### src/rtl/instr_fetch.sv
// rtl/instr_fetch.sv - instruction fetch unit: PC, fetch handshake with timeout/retry, held instruction
module instr_fetch #(
  parameter logic [31:0] RESET_PC = 32'h0000_0000,
  parameter int          TIMEOUT  = 16
) (
  input  logic        clk,
  input  logic        rst_n,
  output logic        imem_req,
  output logic [31:0] imem_addr,
  input  logic        imem_ack,
  input  logic [31:0] imem_rdata,
  input  logic        stall,
  input  logic        Branch,
  input  logic        Beq,
  input  logic        Jump,
  input  logic        Zero,
  input  logic        Gtz,
  input  logic [31:0] imm_ext,
  output logic [31:0] instr,
  output logic [5:0]  opcode,
  output logic        instr_valid,
  output logic [31:0] pc,
  output logic [31:0] pc_plus4,
  output logic        fetch_err
);

  localparam int CW = (TIMEOUT > 1) ? $clog2(TIMEOUT) : 1;
  localparam logic [CW-1:0] CNT_LAST = CW'(TIMEOUT - 1);

  // RETRY doubles as the reset state: it is idle with imem_req low,
  // so the first edge after reset release lands in FETCH.
  typedef enum logic [1:0] {
    FETCH = 2'd0,
    HOLD  = 2'd1,
    RETRY = 2'd2
  } state_t;

  state_t        state;
  state_t        state_nxt;
  logic [CW-1:0] wait_cnt;
  logic [31:0]   next_pc;
  logic [31:0]   br_target;
  logic          br_taken;

  assign pc_plus4  = pc + 32'd4;
  assign imem_addr = pc;
  assign opcode    = instr[31:26];
  assign br_target = pc_plus4 + (imm_ext << 2);
  assign br_taken  = Branch && ((Beq && Zero) || (!Beq && Gtz));

  // Next PC: jump outranks branch since J also raises Branch in the decoder
  always_comb begin
    next_pc = pc_plus4;
    if (Jump) begin
      next_pc = {pc_plus4[31:28], instr[25:0], 2'b00};
    end else if (br_taken) begin
      next_pc = br_target;
    end
  end

  // State register
  always_ff @(posedge clk or negedge rst_n) begin
    if (!rst_n) begin
      state <= RETRY;
    end else begin
      state <= state_nxt;
    end
  end

  // Next-state and handshake outputs
  always_comb begin
    state_nxt   = state;
    imem_req    = 1'b0;
    instr_valid = 1'b0;
    fetch_err   = 1'b0;
    case (state)
      FETCH: begin
        imem_req = 1'b1;
        if (imem_ack) begin
          state_nxt = HOLD;
        end else if (wait_cnt == CNT_LAST) begin
          fetch_err = 1'b1;
          state_nxt = RETRY;
        end
      end
      HOLD: begin
        instr_valid = 1'b1;
        if (!stall) begin
          state_nxt = FETCH;
        end
      end
      RETRY: begin
        state_nxt = FETCH;
      end
      default: begin
        state_nxt = RETRY;
      end
    endcase
  end

  // PC, instruction register and wait counter; the counter is zeroed on every path into FETCH
  always_ff @(posedge clk or negedge rst_n) begin
    if (!rst_n) begin
      pc       <= RESET_PC & ~32'h3;
      instr    <= 32'h0;
      wait_cnt <= '0;
    end else begin
      case (state)
        FETCH: begin
          if (imem_ack) begin
            instr    <= imem_rdata;
            wait_cnt <= '0;
          end else if (wait_cnt == CNT_LAST) begin
            wait_cnt <= '0;
          end else begin
            wait_cnt <= wait_cnt + 1'b1;
          end
        end
        HOLD: begin
          wait_cnt <= '0;
          if (!stall) begin
            pc <= next_pc & ~32'h3;
          end
        end
        default: begin
          wait_cnt <= '0;
        end
      endcase
    end
  end

endmodule

### config.mk
export PLATFORM = sky130hd
export DESIGN_NAME = instr_fetch
export DESIGN_NICKNAME = d
export VERILOG_FILES = /design/src/rtl/instr_fetch.sv
export SDC_FILE = /design/constraint.sdc
export NUM_CORES = 1
export LEC_CHECK = 0
export ABC_AREA = 1
export CORE_ASPECT_RATIO = 0.7
export CORE_MARGIN = 3
export CORE_UTILIZATION = 28
export DETAILED_ROUTE_END_ITERATION = 6
export PLACE_DENSITY = 0.63
export SETUP_SLACK_MARGIN = 0.1
export SLEW_MARGIN = 20
export SYNTH_ARGS = -nofsm -noshare
export SYNTH_HDL_FRONTEND = slang
export SYNTH_SLANG_ARGS = --single-unit
export TNS_END_PERCENT = 20
### constraint.sdc
create_clock -name clk -period 3.8 [get_ports clk]
set_input_delay 0.38 -clock clk [delete_from_list [all_inputs] [get_ports clk]]
set_output_delay 0.38 -clock clk [all_outputs]
set_load 0.03 [all_outputs]
After elaboration in Yosys (flattened, before gate mapping)
Cells that the tools add are included.
{"block": "totals", "regBits": 68, "output_inout_bits": 137, "word_cells": 36}
{"block": "op_classes", "add_sub_neg": 3, "eq_ne": 5, "n_mux": 14, "n_bitwise": 1, "n_reduce_logical": 9}
{"cell": "two-way mux 32 bit", "count": 2}
{"cell": "adder 32 x 3 -> 32 bit, second input constant", "count": 1}
{"cell": "adder 32 bit", "count": 1}
{"cell": "two-way mux 4 bit", "count": 3}
{"cell": "two-way mux 2 bit", "count": 3}
{"cell": "case mux 2 bit (3 select lines)", "count": 1}
{"cell": "AND reduction 2 bit", "count": 3}
{"cell": "two-way mux 1 bit", "count": 5}
{"cell": "adder 4 x 1 -> 4 bit, second input constant", "count": 1}
{"cell": "== test 4 bit, second input constant", "count": 1}
{"cell": "logical AND 1 bit", "count": 3}
{"cell": "!= test 3 bit, second input constant", "count": 1}
{"cell": "== test 2 x 1 -> 1 bit, second input constant", "count": 1}
{"cell": "== test 2 bit, second input constant", "count": 1}
{"cell": "logical NOT 2 bit", "count": 1}
{"cell": "!= test 2 bit, second input constant", "count": 1}
{"cell": "logical NOT 1 bit", "count": 1}
{"cell": "logical OR 1 bit", "count": 1}
{"cell": "NOT 1 bit", "count": 1}

Depth between registers and ports, before layout
Gate-level depths: netlist of run 1.
{"block": "depth", "ltp_word": 6, "depth_mapped": 23, "ltp_nobuf": 23}

Worst setup path before layout of run 1
Ideal clock, no wire load.
{"block": "synth_timing", "kind": "reg2reg", "startpoint": "register pc[2], in the netlist imem_addr[2]", "endpoint": "register pc[22], in the netlist imem_addr[22]", "setup_ps": 117, "t_arrival_ps": 3054, "t_required_ps": 3683, "setup_slack_ps": 629, "stages_incl_launch_ff": 17, "path_buffers": 0, "period_less_slack_ps": 3171, "cell_sequence": "dfrtp_1 inv_1 nor2_4 nand2_2 nor2_1 xor2_1 ha_1 nand2_1 inv_1 nand2_1 nand2_1 a21oi_1 nand4_1 nand3_1 nand3_1 nand2_1 nand2_1"}
{"block": "synth_via", "elab_chain_len": 4}
{"element": "from (decl)", "line_no": "22", "rtl": "output logic [31:0] pc,"}
{"element": "from (signal assigned)", "line_no": "104", "rtl": "pc <= RESET_PC & ~32'h3;"}
{"element": "from (signal assigned)", "line_no": "122", "rtl": "pc <= next_pc & ~32'h3;"}
{"element": "adder 32 x 3 -> 32 bit", "line_no": "45", "rtl": "assign pc_plus4 = pc + 32'd4;"}
{"element": "named net pc_plus4[2]", "line_no": "23", "rtl": "output logic [31:0] pc_plus4,"}
{"element": "adder 32 bit", "line_no": "48", "rtl": "assign br_target = pc_plus4 + (imm_ext << 2);"}
{"element": "two-way mux 32 bit", "line_no": "56", "rtl": "end else if (br_taken) begin"}
{"element": "two-way mux 32 bit", "line_no": "54", "rtl": "if (Jump) begin"}
The timed path passes the listed nets, and every way through them passes these cells.
A chain may end at the register's enable or synchronous reset.

Final worst setup path of run 1
{"block": "layout_timing", "startpoint": "register pc[19], in the netlist imem_addr[19]", "endpoint": "register pc[24], in the netlist imem_addr[24]"}
{"block": "layout_via", "elab_chain_len": 4}
{"element": "adder 32 x 3 -> 32 bit (*)", "line_no": "45"}
{"element": "adder 32 bit", "line_no": "48"}
{"element": "two-way mux 32 bit (*)", "line_no": "56"}
{"element": "two-way mux 32 bit (*)", "line_no": "54"}
Every way passes the cells marked *; elsewhere a longest branch is shown, timed or not.

==> results of run 1 <==
==> final timing paths <==
kind                       cells after the start                        end
setup / recovery                              18  imem_addr[24]$_DFFE_PN0P_
hold / removal                                 1       instr[0]$_DFFE_PN0P_
setup reg to reg                              18  imem_addr[24]$_DFFE_PN0P_
hold reg to reg                                1      wait_cnt[0]$_DFF_PN0_
max in group asynchronous                      1      instr[28]$_DFFE_PN0P_
min in group clk                               1      wait_cnt[0]$_DFF_PN0_
==> flip-flops by register name, indices dropped and copies added (netlist names) <==
| name | cells |
|---|---|
| imem_addr | 30 |
| state | 2 |
| wait_cnt | 4 |
| instr | 32 |
==> power by group through the flow <==
stage / combinational, mW / clock, mW / sequential (mW)
global placement: 6.17 / 0 / 1.55
CTS: 6.24 / 0.792 / 1.55
floorplan: 3.53 / 0 / 2.06
global route: 6.81 / 0.828 / 1.60
finish: 6.21 / 0.769 / 1.54
detailed placement: 6.20 / 0 / 1.56
==> area by class of cell <==
class / count / area [um^2]
Clock buffer: 13 / 260
Clock inverter: 2 / 10.0
Fill cell: 2587 / 14600
Inverter: 180 / 676
Multi-Input combinational cell: 792 / 4040
Sequential cell: 68 / 1700
Tap cell: 318 / 398
Timing Repair Buffer: 211 / 2080
==> worst max-delay path, stage by stage, from the launching register on <==
cell     delay (ns)
dfrtp_1        0.49
nand2_1        0.13
nor3_1         0.37
nand2_1        0.23
nor2_1         0.15
nand2_1        0.11
xor2_1         0.20
ha_1           0.42
nand2_1        0.10
inv_1          0.08
nand2_1        0.12
nor3_1         0.28
nand3_1        0.23
nand3_1        0.12
nand2_1        0.05
nand3_1        0.09
nand2_1        0.08
nand2_1        0.06
nand2_1        0.05
==> stage by stage <==
stage,hold WS [ns],utilization [%],setup slack [ns]
after floorplan,0.0844,-,0.629
after detailed placement,0.459,37.5,0.465
after CTS,0.205,38.6,0.448
after global routing,0.236,38.6,0.116
final,0.165,38.6,0.357
after global placement,0.449,37.5,0.506
==> cell families after synthesis <==
logic type,count (synthesis),synth area share (%)
simple gates,598,36.4
buf+inv,243,15.8
compound gates,98,7.62
flops,68,25.1
fa+ha+maj,40,7.47
xor+xnor,25,3.44
mux,25,4.14
other cells,1,0.0552
==> Yosys cell counts, types with 6 or more instances <==
library cell,count,area (um^2)
dfrtp_1,67,1680
nor3_1,7,35.0
mux2_2,25,282
nor2_1,102,383
nand2_2,9,56.3
nand3_1,67,335
nand4_1,9,56.3
o21ai_1,13,65.1
clkbuf_1,19,71.3
o21ai_0,18,90.1
inv_1,176,661
xor2_1,17,149
xnor2_1,6,52.6
ha_1,39,488
nor2_2,9,56.3
a21oi_1,56,280
nand2_1,378,1420
buf_4,42,315
==> per-layer routing <==
metal | vias to the layer above | GRT usage [%]
li1 | 3675 | -
met5 | - | 0
met2 | 239 | 26.9
met3 | 14 | 4.36
met1 | 3223 | 28.4
met4 | 0 | 2.26
==> run metrics, run 1 <==
Starting Density=28.6%; Peak VDD IR=0.593 mV; clk_skew=0.00625 ns; Area Overhead vs Synth=35.0%; met2 WL=9660 um; WL final=24,300 um; register area share after synthesis=25.1%; Worst Tran Pin Value=0.975 ns; Post-Synthesis Cell Area=6800 um^2; Core ar.=23,800 um^2; Syn Inst Count=1,098; # diodes=0; post-synthesis register bit count=68; Routed Antenna Nets=0; vias in the first global route=6,812; min Tclk post-route=3.44 ns; Tot Pwr=8.52 mW; CTS sink count=68; DIE HEIGHT=136 um; fin. max-slew vios=0; sw frac=54.4%; Worst Setup Start Kind=register; CTS Buffer Depth=2; net switching power=4.64 mW; headroom to the max-slew limit=34.6%; initial antenna violation count=0; PwrDens=929 nW/um^2; # setup viols final=0; H-Tree Level Count=3; Die W=192 um; # Post-CTS Setup Buffers=0; CP required=4.02 ns; final std cells w/o fill=1,584; die area=26,200 um^2; critical path arrival=3.67 ns; Crit Path Class=reg -> reg; Reg clk slew, reported paths=0.06 ns; layout cells sized above 1=6.32%; area post-placement=8900 um^2; Max Fclk=290 MHz; top sig layer=met4; grt ovf=0; HP Class=in -> async; Post-Layout Inst Area=9180 um^2; HPWL after DPL=20,200 um; number of max-cap violations=0; commonest cells after routing, fill and taps aside=377 x nand2_1, 200 x clkdlybuf4s50_1, 175 x inv_1; CTS Buf Count=9; root buf cell=clkbuf_16; CTS resizes=0; Post-Place Cells=1,569; gp weighted congestion=0.915; row count=47; Async SR Flop Fraction=100%; Internal=3.88 mW; most common cell after layout, fill and taps aside=nand2_1; largest net degree at the start of global routing=69; clk_lat worst skew=0.33 ns; status=finished, final reports clean; Vias per Instance=4.51; quantity of hold-fixing buffers added after cts=0; Lkg Pwr=4.64 nW; first-pass GRT wire length=37,500 um; Fin. Hold Viols=0; sum of negative setup slack=0 ns; IO Pins=210; CTS tree=built; vias=7,151; Critical Path Start=imem_addr[19]$_DFFE_PN0P_; routed len/inst=15.4 um; Reg2Reg Setup Slack=0.36 ns; worst-path fanout max=6; Post-synth EDFFs=0; period utilization=90.6%; Setup crit end kind=register; Most used DFF post-synth=dfrtp_1; Final nets=1,375; worst r2r src=imem_addr[19]$_DFFE_PN0P_; Mean Syn Cell Area=6.19 um^2; synth warn=0; gr usage total=18.6%; Reg power frac=18.1%; # port buffers=201; number of DRC markers in iteration 0=583; DRT Pass-1 Iters=5; Gate power share=72.9%; DRC violations left=0; M1 wire length=12,400 um; Yosys cell types=37; unrepaired setup endpoints after global routing=no; Clock power frac=9.0%; met3 WL post-DR=2080 um
Power figures use the tool's default switching activity.
==> run 2: changes to the inputs <==
- CORE_ASPECT_RATIO: 0.7 -> default
- CORE_UTILIZATION: 28 -> 42
- PLACE_DENSITY: 0.63 -> 0.83
==> run metrics, run 2 (synthesis results as in run 1) <==
status=finished, final reports clean; sum of negative setup slack=0 ns; sw frac=54.4%; clk_skew=0.00623 ns; quantity of hold-fixing buffers added after cts=0; Fin. Hold Viols=0; Tot Pwr=8.59 mW; # port buffers=201; DRT Pass-1 Iters=7; row count=45; critical path arrival=3.56 ns; H-Tree Level Count=3; worst r2r src=imem_addr[3]$_DFFE_PN0P_; CP required=4.02 ns; Reg power frac=18.0%; Max Fclk=299 MHz; DIE HEIGHT=133 um; Critical Path Start=imem_addr[3]$_DFFE_PN0P_; DP Worst Slack=0.536 ns; # setup viols final=0; Reg2Reg Setup Slack=0.46 ns; Core Util, Final=58.3%; IO Pins=210; post-route setup slack=0.459 ns; Starting Density=43.7%; Biggest register=instr; die area=17,700 um^2; routed len/inst=15.1 um; Worst Setup Start Kind=register; gr busiest metal=met2; layout cells sized above 1=6.56%; net switching power=4.68 mW; Worst Tran Pin Value=0.960 ns; most common cell after layout, fill and taps aside=nand2_1; Routed Antenna Nets=0; RR Endpoint=imem_addr[22]$_DFFE_PN0P_; vias in the first global route=7,161; commonest cells after routing, fill and taps aside=378 x nand2_1, 200 x clkdlybuf4s50_1, 175 x inv_1; CTS sink count=68; Die W=133 um; Area Overhead vs Synth=33.3%; largest net degree at the start of global routing=44; vias=7,320; Gate power share=72.2%; Core ar.=15,500 um^2; HP Class=in -> async; root buf cell=clkbuf_16; HPWL after DPL=18,300 um; Final nets=1,374; gp weighted congestion=0.967; M1 GR Usage=33.2%; DRC violations left=0; Critical Path Sink=imem_addr[22]$_DFFE_PN0P_; number of DRC markers in iteration 0=516; Internal=3.92 mW; fin. max-slew vios=0; clk_lat worst skew=0.33 ns; Reg clk slew, reported paths=0.06 ns; CTS Buf Count=9; # diodes=0; max reg flops=32; headroom to the max-slew limit=36.0%; Setup crit end kind=register; met2 GRT Util=43.0%; met3 Track Usage GR=3.51%; number of max-cap violations=0; WL final=22,300 um; Crit Path Class=reg -> reg; CTS Buffer Depth=2; Clock power frac=9.8%; R2R cell count=18; gr usage total=25.0%; Lkg Pwr=4.64 nW; Vias per Instance=4.96; grt ovf=0; Peak VDD IR=0.768 mV; initial antenna violation count=0; first-pass GRT wire length=35,900 um; min Tclk post-route=3.34 ns; CTS tree=built; PwrDens=948 nW/um^2; unrepaired setup endpoints after global routing=no; period utilization=87.9%; worst-path fanout max=6
==> run 2: how the worst min path moves through the flow <==
stage,slack [ns],startpoint,endpoint
after floorplan,0.08,rst_n,imem_addr[10]$_DFFE_PN0P_
after global placement,0.45,wait_cnt[0]$_DFF_PN0_,wait_cnt[0]$_DFF_PN0_
after detailed placement,0.45,wait_cnt[0]$_DFF_PN0_,wait_cnt[0]$_DFF_PN0_
after CTS,0.22,rst_n,instr[1]$_DFFE_PN0P_
after global routing,0.28,rst_n,instr[6]$_DFFE_PN0P_
final,0.19,rst_n,instr[1]$_DFFE_PN0P_
==> run 2: critical path, cell delays in order (launching register included) <==
cell and delay, ns:
dfrtp_1 0.46, ha_1 0.25, nand2_2 0.08, nor2_2 0.20, nand2_2 0.14, nor2_1 0.15
xor2_1 0.32, inv_1 0.12, ha_1 0.40, nand2_1 0.08, nor2_1 0.19, and2_1 0.20
nand3_1 0.10, nand3_1 0.10, nand2_1 0.05, nand3_1 0.11, nand3_1 0.12, nand2_1 0.11
nand2_1 0.05
==> run 2: stage by stage <==
stage          hold WS [ns]  cells  instance area [um^2]
6_report              0.195   1477                  9060
5_1_grt               0.276   1477                  9060
4_1_cts               0.219   1477                  9060
3_5_place_dp          0.454   1461                  8760
3_3_place_gp          0.452   1461                  8760
2_1_floorplan        0.0844   1103                  6820
==> run 2: repair_timing <==
action                                  CTS  global route
buffers inserted                          0             0
endpoints found under the setup margin    0             1
resized for setup                         0             1
hold endpoints to repair                  0             0
==> run 2: power by group through the flow <==
stage | Sequential [mW] | Clock [mW] | Combinational, mW
finish | 1.55 | 0.842 | 6.20
global route | 1.60 | 0.883 | 6.74
CTS | 1.54 | 0.855 | 6.18
detailed placement | 1.55 | 0 | 6.14
global placement | 1.53 | 0 | 6.06
floorplan | 2.06 | 0 | 3.53
==> run 2: layout make-up <==
cell class	instances	area, um^2
Clock inverter	7	76.3
Sequential cell	68	1700
Tap cell	211	264
Inverter	180	676
Clock buffer	9	225
Timing Repair Buffer	210	2070
Multi-Input combinational cell	792	4040
Fill cell	1515	6480
==> run 2: metal layers <==
metal  part of all wire (%)  wire length [um]  up-vias
met2                     47             10400      268
met4                    1.7               376        0
met3                    6.4              1430       26
li1                       -                 -     3669
met1                     45             10100     3357
met5                      0                 0        -
